--- src/rtl/inst_issue_queue.sv ---
// Circular instruction queue between dual-word fetch and the dual decoders.
// Compacts up to two fetched words per cycle and presents the two oldest entries.
module inst_issue_queue #(
    parameter int unsigned DEPTH       = 16,
    parameter int unsigned FULL_MARGIN = 4
) (
    input  logic                       clk,
    input  logic                       rst,
    input  logic                       flush,
    input  logic                       stall,
    input  logic                       issue_i,
    input  logic                       issue_mode_i,
    input  logic [31:0]                inst1_i,
    input  logic [31:0]                inst2_i,
    input  logic [31:0]                inst1_addr_i,
    input  logic [31:0]                inst2_addr_i,
    input  logic                       inst1_valid_i,
    input  logic                       inst2_valid_i,
    output logic [31:0]                issue_inst1_o,
    output logic [31:0]                issue_inst2_o,
    output logic [31:0]                issue_inst1_addr_o,
    output logic [31:0]                issue_inst2_addr_o,
    output logic                       issue_inst1_valid_o,
    output logic                       issue_inst2_valid_o,
    output logic                       buffer_full_o,
    output logic [$clog2(DEPTH):0]     count_o,
    output logic                       overflow_o
);

    localparam int unsigned AW = $clog2(DEPTH);
    localparam int unsigned CW = AW + 1;

    logic [63:0]   mem_q [DEPTH];
    logic [AW-1:0] head_q, tail_q, head_d, tail_d;
    logic [AW-1:0] head_nxt1, tail_nxt1;
    logic [CW-1:0] count_q, count_d;
    logic          overflow_q, overflow_d;

    logic [CW-1:0] free_slots, push_req, push_cnt, pop_want, pop_cnt;
    logic [63:0]   first_entry;

    assign head_nxt1 = head_q + AW'(1);
    assign tail_nxt1 = tail_q + AW'(1);

    // Space is judged on start-of-cycle occupancy; same-cycle pops never make room.
    always_comb begin
        free_slots  = CW'(DEPTH) - count_q;
        push_req    = CW'(inst1_valid_i) + CW'(inst2_valid_i);
        push_cnt    = (push_req > free_slots) ? free_slots : push_req;
        pop_want    = issue_mode_i ? CW'(2) : CW'(1);
        pop_cnt     = (stall || !issue_i) ? '0 :
                      ((pop_want > count_q) ? count_q : pop_want);
        first_entry = inst1_valid_i ? {inst1_addr_i, inst1_i} : {inst2_addr_i, inst2_i};

        head_d     = head_q + pop_cnt[AW-1:0];
        tail_d     = tail_q + push_cnt[AW-1:0];
        count_d    = count_q + push_cnt - pop_cnt;
        overflow_d = (push_req > free_slots);
    end

    always_ff @(posedge clk) begin
        if (rst || flush) begin
            head_q     <= '0;
            tail_q     <= '0;
            count_q    <= '0;
            overflow_q <= 1'b0;
        end else begin
            head_q     <= head_d;
            tail_q     <= tail_d;
            count_q    <= count_d;
            overflow_q <= overflow_d;
        end
    end

    always_ff @(posedge clk) begin
        if (!rst && !flush) begin
            if (push_cnt >= CW'(1)) mem_q[tail_q]    <= first_entry;
            if (push_cnt == CW'(2)) mem_q[tail_nxt1] <= {inst2_addr_i, inst2_i};
        end
    end

    always_comb begin
        issue_inst1_valid_o = (count_q >= CW'(1));
        issue_inst2_valid_o = (count_q >= CW'(2));
        {issue_inst1_addr_o, issue_inst1_o} = issue_inst1_valid_o ? mem_q[head_q]    : 64'd0;
        {issue_inst2_addr_o, issue_inst2_o} = issue_inst2_valid_o ? mem_q[head_nxt1] : 64'd0;
        buffer_full_o = (CW'(DEPTH) - count_q) < CW'(FULL_MARGIN);
        count_o       = count_q;
        overflow_o    = overflow_q;
    end

endmodule

--- config.mk ---
export PLATFORM = sky130hd
export DESIGN_NAME = inst_issue_queue
export DESIGN_NICKNAME = d
export VERILOG_FILES = /design/src/rtl/inst_issue_queue.sv
export SDC_FILE = /design/constraint.sdc
export NUM_CORES = 2
export LEC_CHECK = 0
export ABC_AREA = 1
export CAP_MARGIN = 20
export CELL_PAD_IN_SITES_DETAIL_PLACEMENT = 1
export CELL_PAD_IN_SITES_GLOBAL_PLACEMENT = 1
export CORE_UTILIZATION = 42
export CTS_CLUSTER_DIAMETER = 200
export DETAILED_ROUTE_END_ITERATION = 12
export PLACE_DENSITY = 0.77
export REMOVE_ABC_BUFFERS = 1
export SYNTH_ARGS = -nofsm -noshare
export SYNTH_HDL_FRONTEND = slang
export SYNTH_SLANG_ARGS = --single-unit
--- constraint.sdc ---
create_clock -name clk -period 4.85 [get_ports clk]
set_clock_uncertainty 0.2 [all_clocks]
set_input_delay 1.455 -clock clk [delete_from_list [all_inputs] [get_ports clk]]
set_output_delay 1.455 -clock clk [all_outputs]
set_load 0.005 [all_outputs]
==> impl_summary.log <==
[metrics] run status: complete, but fails checks
[metrics] failing checks: setup timing
[metrics] hold buffers post-CTS: 0
[metrics] area of the core region: approximately 160000 um2
[metrics] Total Routing Usage GR: approximately two fifths
[metrics] class of the worst hold path: flip-flop to flip-flop
[metrics] total of buffers placed on input and output ports: roughly 270
[metrics] Mapped Cells: just under 9000
[metrics] total buffers and inverters traversed by the critical path: 7
[metrics] Clock H-tree levels: 4
[metrics] clock sinks: a little over 1000
[metrics] width of the die: between 400 and 500 um
[metrics] CTS root buffer: sky130_fd_sc_hd__clkbuf_16
[metrics] critical path, cell by cell: buf_12 > buf_12 > inv_16 > buf_4 > buf_4 > nand2_1 > a221oi_1 > a31oi_1 > a21oi_1 > buf_4 > clkdlybuf4s50_1
[metrics] setup repair after global routing missed its margin: yes
[metrics] number of placed I/O pins: 273
[metrics] Wirelength per Cell: between 30 and 40 um
[metrics] PnR Total Power: around 34 mW
[metrics] area of the mapped netlist: 66940 um2
[metrics] category of the critical setup timing path: flip-flop to output pin
[metrics] Max clock buf depth: 3
[metrics] initial drt markers: around 11000
[metrics] cell types with the highest counts after synthesis: sky130_fd_sc_hd__nand2_1 (2595), sky130_fd_sc_hd__nand3_1 (1329), sky130_fd_sc_hd__edfxtp_1 (1024)
[metrics] Critical Path Max Stage Delay: between 500 and 600 ps
[metrics] Min-Delay Endpoint: count_o[4]
[metrics] final max-slew violation count: 0
[metrics] GPL Wtd Cong: just under 0.9
[metrics] worst setup margin: -203.2 ps
[metrics] wire length of the first global-routing pass: around 500000 um
[metrics] global route overflow: 0
[metrics] Data required, critical path: 3190 ps
[metrics] Achievable Freq: around 200 MHz
[metrics] count of nets after finishing: slightly below 9000
[metrics] Pre-antenna DRT Iters: 6
[metrics] family with the most delay on the worst path: buffers and inverters
[metrics] worst hold margin: approximately 400 ps
[metrics] max capacitance violation total: 0
[metrics] clock insertion delay at the later pin of the skew report: ~830 ps
[metrics] stages on the worst setup path: 11
[metrics] transition time at the pin with the least slew margin: 1206 ps
[metrics] Hold Violations, Final: 0
[metrics] Synth area leader: sky130_fd_sc_hd__edfxtp_1
[metrics] post-route minimum period: roughly 5000 ps
[metrics] worst hold path depth: 2
[metrics] reg2reg start: count_o[1]
[metrics] slack of the worst reg-to-reg path: between 700 and 800 ps
[metrics] register bit total from synthesis: around 1000
[metrics] initial antenna violation count: 15
[metrics] vias in the first global route: between 70000 and 80000
[metrics] maximum number of pins on one net before global-route repair: around 120
[metrics] most instantiated library cell after synthesis: sky130_fd_sc_hd__nand2_1
[metrics] count of endpoints failing setup in the final report: 47
[metrics] r2r worst-path depth: 22
[metrics] worst hold start: count_o[4]
[metrics] detailed placement HPWL: about 190000 um
[metrics] initial core utilization: a little over two fifths
[metrics] critical path capture point type: output pin
[metrics] maximum VDD drop: ~450 uV
[metrics] via total after detailed routing: between 70000 and 80000
[metrics] Post-synth ARST share: 0%
[metrics] Post-Syn Area per Cell: 7.608 um2
[metrics] largest cells by area after synthesis: sky130_fd_sc_hd__edfxtp_1 (46%), sky130_fd_sc_hd__nand2_1 (15%), sky130_fd_sc_hd__nand3_1 (9.9%)
[metrics] share of post-route cells with drive strength above 1: ~11%
[metrics] die area: 161000 um2
[metrics] post-detailed-route via-to-cell ratio: just under 7
[metrics] share of Yosys cell area claimed by the top area cell type: a little under half
[metrics] clock-pin slew on the worst setup and hold paths: 60 ps
[metrics] leak pwr: 32.90 nW
[metrics] Residual DRC: 0
[metrics] highest-delay cell along the critical path: sky130_fd_sc_hd__clkdlybuf4s50_1
[metrics] final core utilization: between 50% and 60%
[metrics] register area share after synthesis: a little under half
[metrics] cell with the most instances on the worst path: sky130_fd_sc_hd__buf_4
[metrics] CTS tree: yes
[metrics] worst slew slack as a fraction of its limit: 19.59%
[metrics] minimum setup slack after placement: -220.7 ps
[metrics] Synth-to-Final Area Change: 21.79%
[metrics] commonest register cell after synthesis: sky130_fd_sc_hd__edfxtp_1
[metrics] Detail Route Antenna Nets: 0
[metrics] number of distinct library cells after synthesis: 37
[metrics] Die Span Y: roughly 400 um
[metrics] signal arrival time at the worst endpoint: 3400 ps
[metrics] count of synthesis-stage warnings from yosys: 0
[metrics] total CTS buffers: 130
[metrics] endpoint of the lowest-slack register-to-register path: count_o[4]
[metrics] Rows: around 150
[metrics] P per Cell Area: 419.0 nW/um2
[metrics] kind of start point of the critical path: flip-flop
[metrics] wire length reported by the detailed router: 351100 um
[metrics] number of enable flip-flop cells after synthesis: about 1000
[metrics] largest driver fanout on the critical path: 8
[metrics] period utilization: 104.2%
-- state kept, by name, indices dropped and copies added (netlist names) --
| signal | count |
|---|---|
| head_q | 4 |
| mem_q | 1024 |
| count_o | 5 |
| overflow_o | 1 |
| tail_q | 4 |
-- cell usage in the layout, fill, tap and decap left out, types with 24 or more instances in the layout --
master                            instances
sky130_fd_sc_hd__buf_16                  65
sky130_fd_sc_hd__nor2_1                 277
sky130_fd_sc_hd__a31oi_1                 58
sky130_fd_sc_hd__o211ai_1               363
sky130_fd_sc_hd__buf_12                 171
sky130_fd_sc_hd__a21oi_2                 89
sky130_fd_sc_hd__o21ai_1                131
sky130_fd_sc_hd__nand2_1               2574
sky130_fd_sc_hd__clkbuf_1                47
sky130_fd_sc_hd__o21ai_0                674
sky130_fd_sc_hd__edfxtp_1              1024
sky130_fd_sc_hd__buf_4                  218
sky130_fd_sc_hd__bufbuf_16               24
sky130_fd_sc_hd__buf_6                   37
sky130_fd_sc_hd__inv_1                  391
sky130_fd_sc_hd__dlygate4sd2_1           35
sky130_fd_sc_hd__clkdlybuf4s50_1        161
sky130_fd_sc_hd__a221oi_1                24
sky130_fd_sc_hd__dlymetal6s2s_1          35
sky130_fd_sc_hd__a21oi_1                610
sky130_fd_sc_hd__o22ai_1                 28
sky130_fd_sc_hd__clkinv_1                26
sky130_fd_sc_hd__nand3_1               1326
sky130_fd_sc_hd__mux2_2                  64
sky130_fd_sc_hd__clkbuf_16              156
-- final cells by class --
type | instances | area (um2)
fill | 18580 | 76850
multi-input combinational | 6383 | 31080
sequential | 1038 | 31050
timing repair buffer | 806 | 11210
clock buffer | 183 | 3580
tap | 2072 | 2592
inverter | 402 | 1578
clock inverter | 49 | 377.9
timing repair inverter | 5 | 55.05
antenna | 5 | 12.51
-- power by group --
part / internal [mW] / switching, mW
clock: 5.31 / 4.20
sequential: 10.3 / 0.144
combinational: 4.92 / 9.27
-- stage by stage --
stage | setup TNS, ps | cell area, um2 | cells
2_1_floorplan | - | 62760 | 7823
3_3_place_gp | -5793 | 73190 | 10530
3_5_place_dp | -220.7 | 73190 | 10530
4_1_cts | -2413 | 80320 | 10880
5_1_grt | -4129 | 81530 | 10940
6_report | -2946 | 81530 | 10940
-- how the worst max path moves through the flow --
stage                                   endpoint          start  slack (ps)
after global placement                count_o[4]  inst2_valid_i        -380
after detailed placement              count_o[4]  inst2_valid_i        -220
after global routing           issue_inst1_o[27]      head_q[0]        -230
final                          issue_inst1_o[29]      head_q[0]        -200
after CTS                      issue_inst2_o[17]      head_q[0]        -150
after floorplan           issue_inst2_addr_o[31]      head_q[0]      -51300
-- what timing repair did --
item,CTS,global route
gates cloned,66,22
resized for setup,354,284
pin swaps,80,135
endpoints found under the setup margin,128,82
endpoints found under the hold margin,0,0
buffers inserted,52,46
-- worst reg2reg max path: stages, from the launching register on --
cell and delay, ps:
sky130_fd_sc_hd__dfxtp_1 310, sky130_fd_sc_hd__buf_4 170, sky130_fd_sc_hd__inv_1 110, sky130_fd_sc_hd__ha_1 340, sky130_fd_sc_hd__inv_1 80, sky130_fd_sc_hd__ha_1 270
sky130_fd_sc_hd__inv_1 40, sky130_fd_sc_hd__nor2_2 130, sky130_fd_sc_hd__nand4_1 110, sky130_fd_sc_hd__nand2_1 150, sky130_fd_sc_hd__nand2_1 120, sky130_fd_sc_hd__nand2_1 140
sky130_fd_sc_hd__nand2_4 60, sky130_fd_sc_hd__ha_1 280, sky130_fd_sc_hd__inv_1 50, sky130_fd_sc_hd__ha_1 220, sky130_fd_sc_hd__fa_1 460, sky130_fd_sc_hd__nand2_1 100
sky130_fd_sc_hd__a21oi_1 70, sky130_fd_sc_hd__nor2_1 110, sky130_fd_sc_hd__xor2_1 240, sky130_fd_sc_hd__o21ai_0 130, sky130_fd_sc_hd__a21oi_1 150
-- cell families after synthesis --
| logic type | count (synthesis) | synth area share [%] |
|---|---|---|
| AO/OA/AOI/OAI | 2021 | 16.92 |
| XOR/XNOR | 6 | 0.07852 |
| adder cells (fa/ha/maj) | 26 | 0.5533 |
| buffers and inverters | 1382 | 8.527 |
| flip-flops | 1038 | 46.36 |
| multiplexers | 64 | 1.077 |
| other | 2 | 0.01122 |
| AND/OR/NAND/NOR | 4260 | 26.48 |
-- layer usage --
metal	part of all wire (%)	global-route usage, %	routed length, um
met1	34	51.35	121100
met2	44	63.77	153300
met4	7.8	28.46	27460
met3	14	10.77	49170
met5	0.044	0	153
Note: power is estimated with default switching activity, not from simulation.
